## config.mk

```make
export PLATFORM = sky130hd
export DESIGN_NAME = serial_row_receiver
export DESIGN_NICKNAME = d
export VERILOG_FILES = /design/src/rtl/serial_row_receiver.sv
export SDC_FILE = /design/constraint.sdc
export NUM_CORES = 1
export LEC_CHECK = 0
export ABC_AREA = 1
export BUFFER_PORTS_ARGS = -buffer_cell sky130_fd_sc_hd__buf_2
export CAP_MARGIN = 0
export CELL_PAD_IN_SITES_DETAIL_PLACEMENT = 0
export CELL_PAD_IN_SITES_GLOBAL_PLACEMENT = 1
export CORE_ASPECT_RATIO = 2
export CORE_UTILIZATION = 46
export DETAILED_ROUTE_END_ITERATION = 7
export PLACE_DENSITY_LB_ADDON = 0.1
export SETUP_SLACK_MARGIN = 0.5
export SYNTH_ARGS = -nofsm -noshare
export SYNTH_HDL_FRONTEND = slang
export SYNTH_SLANG_ARGS = --single-unit
```

## constraint.sdc

```tcl
create_clock -name clock -period 1.95 [get_ports clock]
set_input_delay 0 -clock clock [delete_from_list [all_inputs] [get_ports clock]]
set_output_delay 0 -clock clock [all_outputs]
set_load 0.03 [all_outputs]
```

## src/rtl/serial_row_receiver.sv

```systemverilog
// Serial row receiver: turns a bit-serial, MSB-first byte stream framed per row
// by `valid` into DEPTH-byte pixel words. Each pixel is tagged with its column
// flags and row index and sent out over a valid/ready handshake through a
// 2-entry FIFO.
//
// Ports:
//   clock, reset           rising-edge clock, async active-low reset
//   unproc_clk, data_in    bit strobe (active when sampled 0) and serial data
//   valid                  row frame from the sender
//   line_free, rx_ready    core line-buffer space in, row grant to sender out
//   px_*                   pixel stream (data, valid, ready, first, last, row)
//   frame_done             single-cycle pulse after the last row of a frame
//   clear_err, err_*       sticky error flags and their synchronous clear
module serial_row_receiver #(
    parameter int unsigned WIDTH  = 200,
    parameter int unsigned HEIGHT = 250,
    parameter int unsigned DEPTH  = 3
) (
    input  logic                                           clock,
    input  logic                                           reset,
    input  logic                                           unproc_clk,
    input  logic                                           data_in,
    input  logic                                           valid,
    input  logic                                           line_free,
    output logic                                           rx_ready,
    output logic [8*DEPTH-1:0]                             px_data,
    output logic                                           px_valid,
    input  logic                                           px_ready,
    output logic                                           px_first,
    output logic                                           px_last,
    output logic [((HEIGHT > 1) ? $clog2(HEIGHT) : 1)-1:0] px_row,
    output logic                                           frame_done,
    input  logic                                           clear_err,
    output logic                                           err_short,
    output logic                                           err_long,
    output logic                                           err_overrun
);

    localparam int unsigned PXW       = 8 * DEPTH;
    localparam int unsigned ROWW      = (HEIGHT > 1) ? $clog2(HEIGHT) : 1;
    localparam int unsigned COLW      = (WIDTH > 1) ? $clog2(WIDTH) : 1;
    localparam int unsigned LANEW     = (DEPTH > 1) ? $clog2(DEPTH) : 1;
    localparam int unsigned ROW_BYTES = WIDTH * DEPTH;
    localparam int unsigned BCW       = $clog2(ROW_BYTES + 1);

    typedef enum logic [1:0] {
        IDLE  = 2'd0,
        ROW   = 2'd1,
        DRAIN = 2'd2
    } state_t;

    state_t            state, state_nxt;
    logic              rx_ready_nxt;
    logic              set_short, set_long, set_overrun;

    logic [2:0]        bit_cnt;
    logic [6:0]        shift;
    logic [LANEW-1:0]  lane;
    logic [BCW-1:0]    byte_cnt;
    logic [PXW-1:0]    asm_px;
    logic              push_req;
    logic [ROWW-1:0]   push_row;
    logic [COLW-1:0]   col_cnt;
    logic [ROWW-1:0]   row_cnt;

    // Second FIFO entry; the first entry is the registered output itself.
    logic              s_valid;
    logic [PXW-1:0]    s_data;
    logic              s_first, s_last;
    logic [ROWW-1:0]   s_row;

    logic              strobe, capture, byte_done, px_done, row_full;
    logic              row_start, row_exit, pop;
    logic [7:0]        new_byte;
    logic              nw_first, nw_last;

    // Capture qualifiers and counter terminal conditions.
    assign strobe    = !unproc_clk;
    assign capture   = (state == ROW) && valid && strobe;
    assign new_byte  = {shift, data_in};
    assign byte_done = capture && (bit_cnt == 3'd7);
    assign px_done   = byte_done && (lane == LANEW'(DEPTH - 1));
    assign row_full  = byte_done && (byte_cnt == BCW'(ROW_BYTES - 1));
    assign row_start = (state == IDLE) && valid;
    assign row_exit  = (state == ROW) && (!valid || row_full);
    assign pop       = px_valid && px_ready;
    assign nw_first  = (col_cnt == '0);
    assign nw_last   = (col_cnt == COLW'(WIDTH - 1));

    // State register.
    always_ff @(posedge clock or negedge reset) begin
        if (!reset) begin
            state    <= IDLE;
            rx_ready <= 1'b0;
        end else begin
            state    <= state_nxt;
            rx_ready <= rx_ready_nxt;
        end
    end

    // Next state, row grant and error set conditions.
    always_comb begin
        state_nxt    = state;
        rx_ready_nxt = 1'b0;
        set_short    = 1'b0;
        set_long     = 1'b0;
        set_overrun  = push_req && px_valid && s_valid && !pop;
        case (state)
            IDLE: begin
                rx_ready_nxt = line_free;
                if (valid) begin
                    state_nxt    = ROW;
                    rx_ready_nxt = 1'b0;
                end
            end
            ROW: begin
                if (!valid) begin
                    state_nxt = IDLE;
                    set_short = (byte_cnt != BCW'(ROW_BYTES));
                end else if (row_full) begin
                    state_nxt = DRAIN;
                end
            end
            DRAIN: begin
                if (!valid) begin
                    state_nxt = IDLE;
                end else if (strobe) begin
                    set_long = 1'b1;
                end
            end
            default: state_nxt = IDLE;
        endcase
    end

    // Bit/byte assembly and column counter; counters restart with each row.
    always_ff @(posedge clock or negedge reset) begin
        if (!reset) begin
            bit_cnt  <= '0;
            shift    <= '0;
            lane     <= '0;
            byte_cnt <= '0;
            asm_px   <= '0;
            push_req <= 1'b0;
            push_row <= '0;
            col_cnt  <= '0;
        end else begin
            push_req <= px_done;
            if (px_done) begin
                push_row <= row_cnt;
            end
            if (row_start) begin
                bit_cnt  <= '0;
                shift    <= '0;
                lane     <= '0;
                byte_cnt <= '0;
                col_cnt  <= '0;
            end else begin
                if (push_req) begin
                    col_cnt <= col_cnt + COLW'(1);
                end
                if (capture) begin
                    shift   <= new_byte[6:0];
                    bit_cnt <= bit_cnt + 3'd1;
                    if (byte_done) begin
                        for (int k = 0; k < int'(DEPTH); k++) begin
                            if (lane == LANEW'(k)) begin
                                asm_px[8*k +: 8] <= new_byte;
                            end
                        end
                        lane     <= px_done ? '0 : lane + LANEW'(1);
                        byte_cnt <= byte_cnt + BCW'(1);
                    end
                end
            end
        end
    end

    // Row counter and end-of-frame pulse.
    always_ff @(posedge clock or negedge reset) begin
        if (!reset) begin
            row_cnt    <= '0;
            frame_done <= 1'b0;
        end else begin
            frame_done <= 1'b0;
            if (row_exit) begin
                if (row_cnt == ROWW'(HEIGHT - 1)) begin
                    row_cnt    <= '0;
                    frame_done <= 1'b1;
                end else begin
                    row_cnt <= row_cnt + ROWW'(1);
                end
            end
        end
    end

    // Two-entry output FIFO: output registers plus one skid entry.
    always_ff @(posedge clock or negedge reset) begin
        if (!reset) begin
            px_valid <= 1'b0;
            px_data  <= '0;
            px_first <= 1'b0;
            px_last  <= 1'b0;
            px_row   <= '0;
            s_valid  <= 1'b0;
            s_data   <= '0;
            s_first  <= 1'b0;
            s_last   <= 1'b0;
            s_row    <= '0;
        end else if (pop) begin
            if (s_valid) begin
                px_data  <= s_data;
                px_first <= s_first;
                px_last  <= s_last;
                px_row   <= s_row;
                if (push_req) begin
                    s_data  <= asm_px;
                    s_first <= nw_first;
                    s_last  <= nw_last;
                    s_row   <= push_row;
                end else begin
                    s_valid <= 1'b0;
                end
            end else if (push_req) begin
                px_data  <= asm_px;
                px_first <= nw_first;
                px_last  <= nw_last;
                px_row   <= push_row;
            end else begin
                px_valid <= 1'b0;
            end
        end else if (push_req && !px_valid) begin
            px_valid <= 1'b1;
            px_data  <= asm_px;
            px_first <= nw_first;
            px_last  <= nw_last;
            px_row   <= push_row;
        end else if (push_req && !s_valid) begin
            s_valid <= 1'b1;
            s_data  <= asm_px;
            s_first <= nw_first;
            s_last  <= nw_last;
            s_row   <= push_row;
        end
    end

    // Sticky errors; a new error wins over a coincident clear.
    always_ff @(posedge clock or negedge reset) begin
        if (!reset) begin
            err_short   <= 1'b0;
            err_long    <= 1'b0;
            err_overrun <= 1'b0;
        end else begin
            err_short   <= set_short   | (err_short   & ~clear_err);
            err_long    <= set_long    | (err_long    & ~clear_err);
            err_overrun <= set_overrun | (err_overrun & ~clear_err);
        end
    end

endmodule

```

==> flow_summary.json <==
{
  "period_share_pct": 79.45,
  "netlist_area_um2": 6558,
  "num_vias": 5428,
  "dp_hpwl_um": 10560,
  "finalHoldViolations": 0,
  "slew_viol_final": 0,
  "slew_headroom_pct": 72.68,
  "start_kind": "flop",
  "die_h_um": 170.9,
  "routed_wl_um": 16200,
  "power_density_nw_per_um2": 927.0,
  "reg2reg_depth": 9,
  "r2r_setup_slack_ns": 0.40,
  "antenna_found_initial": 0,
  "core.rowCount": 61,
  "rsz0062_at_grt": "true",
  "htree_levels": 4,
  "ys_seq_elements": 148,
  "ios": 48,
  "ant_nets": 0,
  "grt_pass1_wl_um": 27260,
  "grt_pass1_vias": 5488,
  "syn_to_final_growth_pct": 23.11,
  "worst_pin_slew_ns": 0.4074,
  "drive_gt1_share_pct": 19.06,
  "dieArea_um2": 14770,
  "cts_root_buffer": "clkbuf_16",
  "crit_arrival_ns": 1.85,
  "io_buffer_count": 47,
  "cp-end-kind": "flop",
  "netlist_instances": 767,
  "yosysMostFrequentCell": "nand2_1",
  "fmax_mhz": 645.4,
  "grt_overflow_total": 0,
  "drc": 0,
  "drt-wirelength-per-cell_um": 15.52,
  "syn_area_per_cell_um2": 8.550,
  "worstSetupPathType": "flop to flop",
  "clk_path_buf_depth": 2,
  "yosysTopAreaCell": "dfrtp_1",
  "clk_pin_slew_ns": 0.07,
  "path_max_fanout": 6,
  "worstReg2RegStart": "bit_cnt[1]$_DFFE_PN0P_",
  "dr.pass1.iters": 4,
  "status": "complete, no violations",
  "crit_start": "bit_cnt[1]$_DFFE_PN0P_",
  "gp_congestion": 0.7967,
  "ys.flop_type": "dfrtp_1",
  "clock_latency_ns": 0.42,
  "nets": 858,
  "min_period_ns": 1.549,
  "r2r-end": "byte_cnt[4]$_DFFE_PN0P_",
  "setup_viol": 0,
  "routed_via_density": 5.199,
  "cts_tree": "built",
  "worst_hold_slack_ns": 0.03832,
  "p_leak_nw": 3.869,
  "fin_skew_ns": 0.01985,
  "dieWidth_um": 86.43,
  "hold_path_class": "primary input to async pin",
  "clock_sink_count": 148,
  "synth_top_area_share_pct": 56.48,
  "fillers": 1295,
  "synth_nets": 783,
  "synth_cell_type_count": 34,
  "ys_seq_area_share_pct": 56.48,
  "start_util_pct": 47.21,
  "netlist_top_cells_count": "218 x nand2_1, 148 x dfrtp_1, 80 x o21ai_0, 68 x nand3_1, 63 x nor2_1",
  "cp_data_required_time_ns": 2.26,
  "cts-buffers-inserted": 17,
  "drv_cap": 0,
  "coreArea_um2": 13890,
  "yosys_warnings": 0,
  "fin_setup_tns_ns": 0,
  "async_reset_ff_share_pct": 100.0,
  "grt_usage_pct": 23.97,
  "diodes": 0,
  "synth.area.top_cells": "dfrtp_1 56%, nand2_1 12%, o21ai_0 6.1%",
  "synth_edf_count": 0,
  "grt_max_degree": 48,
  "drt_iter0_drc": 331,
  "peakVddDrop_mv": 0.7909
}
==> flip-flops by register name, summed over array words and instances, names as in the netlist, 3 cells and up <==
register,cells
push_row,8
byte_cnt,10
s_row,8
row_cnt,8
px_row,8
shift,7
s_data,24
px_data,24
asm_px,24
col_cnt,8
bit_cnt,3
==> report_power, final <==
group	internal (W)	switching [W]	leakage [nW]
combinational	0.000297	0.000603	1.62
sequential	0.00324	0.000150	1.97
clock	0.00183	0.00137	0.270
total	0.00537	0.00212	3.87
==> what timing repair did <==
action                                 4_1_cts  5_1_grt
setup endpoints to repair                   91       89
gates resized for setup                     30       41
pin swaps                                   12        8
hold buffers                                 9        0
setup buffers                               10        1
cloned                                       2        1
endpoints found under the hold margin      158        0
==> worst max path at each step <==
stage	slack (ns)	to	depth (start not counted)
CTS	0.41	asm_px[11]$_DFFE_PN0P_	8
global placement	0.28	row_cnt[5]$_DFFE_PN0P_	9
floorplan	0.37	asm_px[19]$_DFFE_PN0P_	10
finish	0.40	byte_cnt[4]$_DFFE_PN0P_	9
detailed placement	0.21	asm_px[9]$_DFFE_PN0P_	8
global route	0.28	byte_cnt[4]$_DFFE_PN0P_	10
==> per-stage QoR <==
stage / worst slack [ns] / instance area (um^2) / std cells / utilization [%] / total power [W]
after floorplan: 0.3733 / 6573 / 767 / - / 0.003967
after global placement: 0.2822 / 7041 / 989 / 50.68 / 0.004261
after detailed placement: 0.2144 / 7041 / 989 / 50.68 / 0.004287
after CTS: 0.4082 / 7948 / 1042 / 57.21 / 0.007562
after global routing: 0.2766 / 8073 / 1044 / 58.12 / 0.007828
final: 0.4007 / 8073 / 1044 / 58.12 / 0.007483
==> placed cells by master, fill, tap and decap left out, types with 3 or more instances in the layout <==
master	synthesis	layout
nand2_1	218	205
dfrtp_1	148	146
nand3_1	68	65
o21ai_0	80	63
nor2_1	63	60
inv_1	54	50
buf_2	10	46
a21oi_1	40	39
o21ai_1	5	21
clkbuf_16	0	17
buf_4	0	17
nand2_2	2	12
nor3_1	11	9
dlygate4sd3_1	0	9
buf_6	4	9
inv_2	3	7
nand4_1	7	7
o21ai_2	5	6
ha_1	8	5
clkinvlp_4	0	5
buf_12	0	5
nand3_4	2	4
nand3_2	1	4
inv_6	0	4
nand2_4	1	3
nor2_2	1	3
ha_4	0	3
==> cell type report <==
cell class              count  area [um^2]  area share [%]
clock buffers              18        439.2           5.440
clock inverters            14        142.6           1.767
inverters                  58        217.7           2.697
multi-input cells         530         2654           32.87
flip-flops and latches    148         3706           45.91
well taps                 189        236.5           2.929
repair buffers             87        676.9           8.385
==> cells by family (layout without fill, tap and decap cells) <==
| group | count (synthesis) | count (layout) | synth area share, % |
|---|---|---|---|
| and+or+nand+nor | 379 | 381 | 24.59 |
| DFF | 148 | 148 | 56.48 |
| AOI/OAI and AO/OA | 137 | 137 | 10.97 |
| buffers and inverters | 91 | 177 | 5.896 |
| adders and majority gates | 8 | 8 | 1.526 |
| xor gates and xnor gates | 4 | 4 | 0.5343 |
==> per-layer routing <==
metal  global-route usage (%)  routed length (um)
met1                    28.59                6725
met2                    43.03                8897
met3                    4.197                 401
met4                    7.899                 179
met5                        0                   0
==> critical path, stage by stage (launching register included) <==
cell	delay, ns
dfrtp_1	0.39
ha_4	0.16
ha_4	0.13
inv_2	0.04
nor3_4	0.21
buf_6	0.19
buf_12	0.13
nand2_4	0.05
nor2_1	0.11
nor2_1	0.04
Note: power is estimated with default switching activity, not from simulation.
